$ cat src/rtl/pipe_subtractor.sv
// pipe_subtractor
//   Pipelined ripple-borrow subtractor. Each of the WIDTH/2 stages resolves
//   two difference bits, using the borrow registered by the stage before it.
//   The stages form a single lock-step pipeline with one valid bit per stage.
//   The whole pipeline freezes only while the last stage holds a result that
//   the consumer is not taking.
//
// Parameters
//   WIDTH      operand width in bits (even, >= 2)
//
// Ports
//   clk        rising-edge clock
//   rst_n      asynchronous active-low reset; clears every stage
//   in_valid   an operand set is presented on a/b/bin
//   in_ready   pipeline can accept an operand set this cycle
//   a, b, bin  minuend, subtrahend, borrow in
//   out_valid  diff/bout/ovf hold a result
//   out_ready  consumer takes the result on this edge
//   diff       (a - b - bin) mod 2^WIDTH
//   bout       unsigned borrow out (a < b + bin)
//   ovf        two's-complement signed overflow

module pipe_subtractor #(
  parameter int WIDTH = 8
) (
  input  logic             clk,
  input  logic             rst_n,
  input  logic             in_valid,
  output logic             in_ready,
  input  logic [WIDTH-1:0] a,
  input  logic [WIDTH-1:0] b,
  input  logic             bin,
  output logic             out_valid,
  input  logic             out_ready,
  output logic [WIDTH-1:0] diff,
  output logic             bout,
  output logic             ovf
);

  localparam int STAGES = WIDTH / 2;

  // Holding the whole pipeline on a stall keeps it simple: bubbles are never
  // collapsed, so the same signal gates every stage.
  logic stall;

  assign stall    = out_valid && !out_ready;
  assign in_ready = !stall;

  for (genvar k = 0; k < STAGES; k++) begin : g_stage
    // RW is the number of operand bits not yet consumed on entry to stage k.
    // The stage consumes the two LSBs of that slice and forwards the rest,
    // so each stage carries only what later stages still need.
    localparam int RW = WIDTH - 2 * k;

    logic [RW-1:0]  src_a;
    logic [RW-1:0]  src_b;
    logic           src_brw;
    logic           src_vld;
    logic [2:0]     part;
    logic [2*k+1:0] next_d;

    logic           v_q;
    logic           br_q;
    logic [2*k+1:0] d_q;

    // Stage 0 takes its data from the ports. Later stages take it from the
    // registers of the previous stage. The difference bits accumulate LSB
    // first, so stage k holds the low 2k+2 bits of the result.
    if (k == 0) begin : g_src
      assign src_a   = a;
      assign src_b   = b;
      assign src_brw = bin;
      assign src_vld = in_valid;
      assign next_d  = part[1:0];
    end else begin : g_src
      assign src_a   = g_stage[k-1].g_fwd.a_q;
      assign src_b   = g_stage[k-1].g_fwd.b_q;
      assign src_brw = g_stage[k-1].br_q;
      assign src_vld = g_stage[k-1].v_q;
      assign next_d  = {part[1:0], g_stage[k-1].d_q};
    end

    // A 3-bit subtraction of two 2-bit digits. A negative result wraps, which
    // sets bit 2, and bit 2 is therefore the borrow into the next digit.
    assign part = {1'b0, src_a[1:0]} - {1'b0, src_b[1:0]} - {2'b00, src_brw};

    // Valid bit, borrow and partial difference for this stage.
    always_ff @(posedge clk or negedge rst_n) begin
      if (!rst_n) begin
        v_q  <= 1'b0;
        br_q <= 1'b0;
        d_q  <= '0;
      end else if (!stall) begin
        v_q  <= src_vld;
        br_q <= part[2];
        d_q  <= next_d;
      end
    end

    if (k < STAGES - 1) begin : g_fwd
      logic [RW-3:0] a_q;
      logic [RW-3:0] b_q;

      // Forward the operand bits that the later stages still have to consume.
      always_ff @(posedge clk or negedge rst_n) begin
        if (!rst_n) begin
          a_q <= '0;
          b_q <= '0;
        end else if (!stall) begin
          a_q <= src_a[RW-1:2];
          b_q <= src_b[RW-1:2];
        end
      end
    end else begin : g_last
      logic ov_q;

      // The last stage sees both operand MSBs and also produces the result
      // MSB (part[1]), so the signed overflow is computed and registered here.
      always_ff @(posedge clk or negedge rst_n) begin
        if (!rst_n) begin
          ov_q <= 1'b0;
        end else if (!stall) begin
          ov_q <= (src_a[RW-1] != src_b[RW-1]) && (part[1] != src_a[RW-1]);
        end
      end
    end
  end

  assign out_valid = g_stage[STAGES-1].v_q;
  assign diff      = g_stage[STAGES-1].d_q;
  assign bout      = g_stage[STAGES-1].br_q;
  assign ovf       = g_stage[STAGES-1].g_last.ov_q;

endmodule

$ cat config.mk
export PLATFORM = sky130hd
export DESIGN_NAME = pipe_subtractor
export DESIGN_NICKNAME = d
export VERILOG_FILES = /design/src/rtl/pipe_subtractor.sv
export SDC_FILE = /design/constraint.sdc
export NUM_CORES = 1
export LEC_CHECK = 0
export BUFFER_PORTS_ARGS = -buffer_cell sky130_fd_sc_hd__buf_2
export CORE_MARGIN = 2
export CORE_UTILIZATION = 32
export DETAILED_ROUTE_END_ITERATION = 8
export HOLD_SLACK_MARGIN = 0.12
export PLACE_DENSITY_LB_ADDON = 0.2
export SLEW_MARGIN = 20
export SYNTH_ARGS = -nofsm -noshare
export SYNTH_HDL_FRONTEND = slang
export SYNTH_SLANG_ARGS = --single-unit
$ cat constraint.sdc
create_clock -name clk -period 3.71 [get_ports clk]
set_clock_uncertainty 0.2 [all_clocks]
set_input_delay 0 -clock clk [delete_from_list [all_inputs] [get_ports clk]]
set_output_delay 0 -clock clk [all_outputs]
set_load 0.01 [all_outputs]
**After elaboration in Yosys (flattened, before gate mapping)**

Index checks and enable logic that the tools add are counted.

- Add/sub/neg operators: 8
- Multiply operators: 0
- Div/mod/pow operators: 0
- Order comparisons: 0
- Equality and inequality tests: 2
- Shift-type cells: 0
- Multiplexer cells: 0
- Bitwise operators: 0
- Reduce and logical (&&, ||, !) cells: 4

Operators by type and width:

| kind | number |
|---|---|
| $sub 2x2->3 | 4 |
| $sub 3x1->3 | 4 |
| $logic_and 1x1->1 | 2 |
| $logic_not 1->1 | 2 |
| $ne 1x1->1 | 2 |

- Register bits: 53
- Bits in latches: 0
- Bits in writable memories: 0
- Bits in read-only memories: 0
- Input port bits: 21
- Output and inout port bits: 12
- Logic and storage cells: 33
- Memories kept: 0

**Depth between registers and ports, before layout**

- Depth after elaboration: 4
- Mapped depth: 7
- Depth with buffers taken out: 7

**Worst setup path before layout**

Ideal clock, no wire load.

- Path kind: register to register
- From: register g_stage[1].br_q
- To: register g_stage[2].d_q[5]
- Library setup time: 0.125 ns
- Data arrival time: 2.071 ns
- Data required time: 3.385 ns
- Setup slack: 1.314 ns
- Stages on the path, launching flop included: 8
- Path buffers: 0
- Period minus slack after synthesis: 2.396 ns
- Path through: dfrtp_1 inv_1 fa_1 inv_1 ha_1 or2_2 fa_1 mux2_2

- Longest elaborated chain between the ends: 1

RTL lines:

| element | line | text |
|---|---|---|
| start: declaration | 63 | `logic br_q;` |
| start signal: assignment | 95 | `br_q <= part[2];` |
| $sub 3x1->3 | 85 | `assign part = {1'b0, src_a[1:0]} - {1'b0, src_b[1:0]} - {2'b00, src_brw};` |
| named net g_stage[2].part[1] | 59 | `logic [2:0] part;` |
| end signal: assignment | 96 | `d_q <= next_d;` |
| end: declaration | 64 | `logic [2*k+1:0] d_q;` |

The timed path passes the listed nets, and every way through them passes these cells.
A chain may end at the register's enable or synchronous reset.

**Worst setup path in the final report**

- From: input a[0]
- To: register g_stage[0].d_q[1]

- Longest elaborated chain between the ends: 2

RTL lines:

| element | line | text |
|---|---|---|
| start: declaration | 30 | `input logic [WIDTH-1:0] a,` |
| $sub 2x2->3 | 85 |  |
| $sub 3x1->3 | 85 |  |
| end signal: assignment | 96 |  |
| end: declaration | 64 |  |

No other way between the ends.

==> flow_summary_export.csv <==
group,metric,value,unit
outcome,status,"finished clean",
detailed_routing,ant_nets,0,
pwr,internal-power,1.462,mW
pwr,p_total,2.117,mW
detailed_routing,firstDrtPassIters,2,
critical_path,r2r_start,"g_stage[1].br_q$_DFFE_PN0N_",
placed_design,dpl_cell_area,0.002550,mm^2
pwr,irDropWorstVdd,0.0002933,V
logic_synthesis,synth_compound_area_share,0.9279,%
logic_synthesis,yosysWarnings,0,
detailed_routing,drt_wl_total,3634,um
global_route,grt_max_degree,54,
die,die_w,88.64,um
critical_path,critPathCaptureType,"flop",
final_layout,layoutNonFillerInstCount,301,
global_route,overflow,0,
detailed_routing,vias,1273,
logic_synthesis,synth_cells,147,
clocking,hold_buffers,21,
logic_synthesis,ys_types,20,
logic_synthesis,synth_fa_ha_area_share,8.079,%
critical_path,cp.required,3.75,ns
die,io_pins,33,
sta,rsz0062_at_grt,"false",
final_layout,final_cell_mix,"dfrtp_1, mux2_2, buf_2",
logic_synthesis,synthesis.nets,178,
logic_synthesis,synth_top_cell_by_area,"dfrtp_1",
clocking,clock_sinks,53,
placed_design,placed_cells,272,
critical_path,r2r_cells,7,
logic_synthesis,yosys.area.top_type_share,57.86,%
die,initial_core_util,33.37,%
placed_design,dp_hpwl,2415,um
logic_synthesis,yosysSeqAreaShare,57.86,%
global_route,grt_pass1_vias,1343,
pwr,p_clk_share,14.6,%
clocking,htree_levels,2,
logic_synthesis,synth_top_family_by_area,"multiplexers",
detailed_routing,route.detailed.drc,0,
clocking,cts_tree,"yes",
pwr,pwr_density_cell,744.6,mW/mm^2
detailed_routing,routed_via_density,4.229,
clocking,clock_latency,0.30,ns
die,core.rowCount,30,
final_layout,nFillCells,643,
logic_synthesis,synth_simple_gate_area_share,3.166,%
die,core_area,0.006869,mm^2
detailed_routing,post_drt_wl_per_cell,12.07,um
pwr,power_frac_comb,39.8,%
sta,slew_violations,0,
final_layout,area_growth,24.02,%
sta,hold_viol_final,0,
die,dieArea,0.007856,mm^2
sta,worst_slew_pin_slew,0.6598,ns
pwr,power.net_switching,0.6551,mW
logic_synthesis,synth_seq_cells,53,
critical_path,startpoint_type,"input pin",
sta,holdWs,0.1495,ns
sta,max_slew_margin,56.01,%
logic_synthesis,synth_xor_area_share,0.3821,%
final_layout,fin_nets,235,
clocking,clockBufferDepth,2,
final_layout,fin_area,0.002843,mm^2
final_layout,final_util,41.38,%
die,die_h,88.64,um
critical_path,cp.arrival,2.82,ns
clocking,cts_buffers,5,
placed_design,dp_slack,1.260,ns
pwr,p_seq_share,45.7,%
critical_path,criticalPathCategory,"in2reg",
global_route,antenna_found_initial,0,
pwr,leakage,1.314,nW
clocking,ctsRootBufferMaster,"clkbuf_8",
sta,min_period,2.778,ns
detailed_routing,first_iter_violations,46,
sta,setup_slack,0.9321,ns
sta,max_freq,360.0,MHz
sta,finalCritPeriodShare,74.88,%
sta,finalSetupViolations,0,
critical_path,r2r_slack,1.26,ns
worst_hold_path,hp-class,"in2async",
clocking,clkSlewWorstSetupHoldPaths,0.08,ns
placed_design,gp_congestion,0.7315,
critical_path,critPathMaxFanout,1,
pwr,netSwitchingFraction,30.95,%
sta,fin_tns_setup,0,ns
placed_design,io_buffers,32,
run,cap_viol_max_count,0,
global_route,grt.total_usage,10.78,%
final_layout,drive_above_1_share,43.41,%
global_route,grt_pass1_wl,6382,um
clocking,cts_repair_resize_count,0,
logic_synthesis,syn-cell-area,0.002292,mm^2
logic_synthesis,synthMuxAreaShare,25.16,%
logic_synthesis,syn_avg_cell_area,15.59,um^2
final_layout,n_antenna_cell,0,
clocking,postCtsSetupBuffers,0,
final_layout,layout_commonest_cell,"dfrtp_1",
logic_synthesis,synth_area_leaders,"dfrtp_1, mux2_2, fa_1, mux2_4, inv_1",
critical_path,r2r_end,"g_stage[2].d_q[5]$_DFFE_PN0N_",
-- flip-flops by register name, indices dropped and copies added (netlist names) --
signal             flops
diff                   8
out_valid              1
bout                   1
g_stage.g_fwd.b_q     12
ovf                    1
g_stage.br_q           3
g_stage.v_q            3
g_stage.d_q           12
g_stage.g_fwd.a_q     12
-- routing by layer --
metal	share of wire [%]	GRT usage (%)
met1	49	14.23
met2	44	16.42
met3	5.5	4.011
met4	1.7	3.719
met5	0	0
-- cell families after synthesis --
logic type | Yosys count
xor gates and xnor gates | 1
buffers and inverters | 22
and+or+nand+nor | 9
DFF | 53
adders and majority gates | 10
muxes | 48
AOI/OAI and AO/OA | 4
-- power groups by stage --
stage | clock [mW] | combinational (mW) | sequential, mW
after floorplan | 0 | 0.619 | 0.977
after global placement | 0 | 0.808 | 0.973
after detailed placement | 0 | 0.834 | 0.984
after CTS | 0.324 | 0.862 | 0.972
after global routing | 0.349 | 0.955 | 1.01
final | 0.308 | 0.842 | 0.967
-- Yosys cell counts (all sizes together) --
master	n
a21oi	3
a31oi	1
buf	5
dfrtp	53
fa	8
ha	2
inv	17
mux2	47
mux2i	1
nand2b	1
nand3b	1
nor2b	1
nor3b	4
or2	1
or3b	1
xor2	1
-- worst max-delay path: stages --
cell	delay [ns]
dlygate4sd3_1	0.53
buf_2	0.13
fa_1	0.41
inv_1	0.09
fa_1	0.40
dlygate4sd3_1	0.57
a21oi_1	0.12
dlygate4sd3_1	0.56
-- area by class of cell --
cell class              instances  area (um^2)  share of cell area (%)
multi-input cells              72        864.6                   30.41
well taps                      96        120.1                   4.225
flip-flops and latches         53         1326                   46.65
repair buffers                 55        385.4                   13.56
inverters                      17        63.81                   2.245
clock buffers                   6        72.57                   2.553
clock inverters                 2        10.01                  0.3521
-- how the worst max path moves through the flow --
stage                                           start                             to  slack, ns
after global placement    g_stage[1].br_q$_DFFE_PN0N_  g_stage[2].d_q[5]$_DFFE_PN0N_       1.29
after CTS                                        a[0]  g_stage[0].d_q[1]$_DFFE_PN0N_       0.94
after detailed placement  g_stage[1].br_q$_DFFE_PN0N_  g_stage[2].d_q[5]$_DFFE_PN0N_       1.26
after global routing                             a[0]  g_stage[0].d_q[1]$_DFFE_PN0N_       0.88
after floorplan           g_stage[1].br_q$_DFFE_PN0N_  g_stage[2].d_q[5]$_DFFE_PN0N_       1.31
final                                            a[0]  g_stage[0].d_q[1]$_DFFE_PN0N_       0.93
Power figures use the tool's default switching activity.
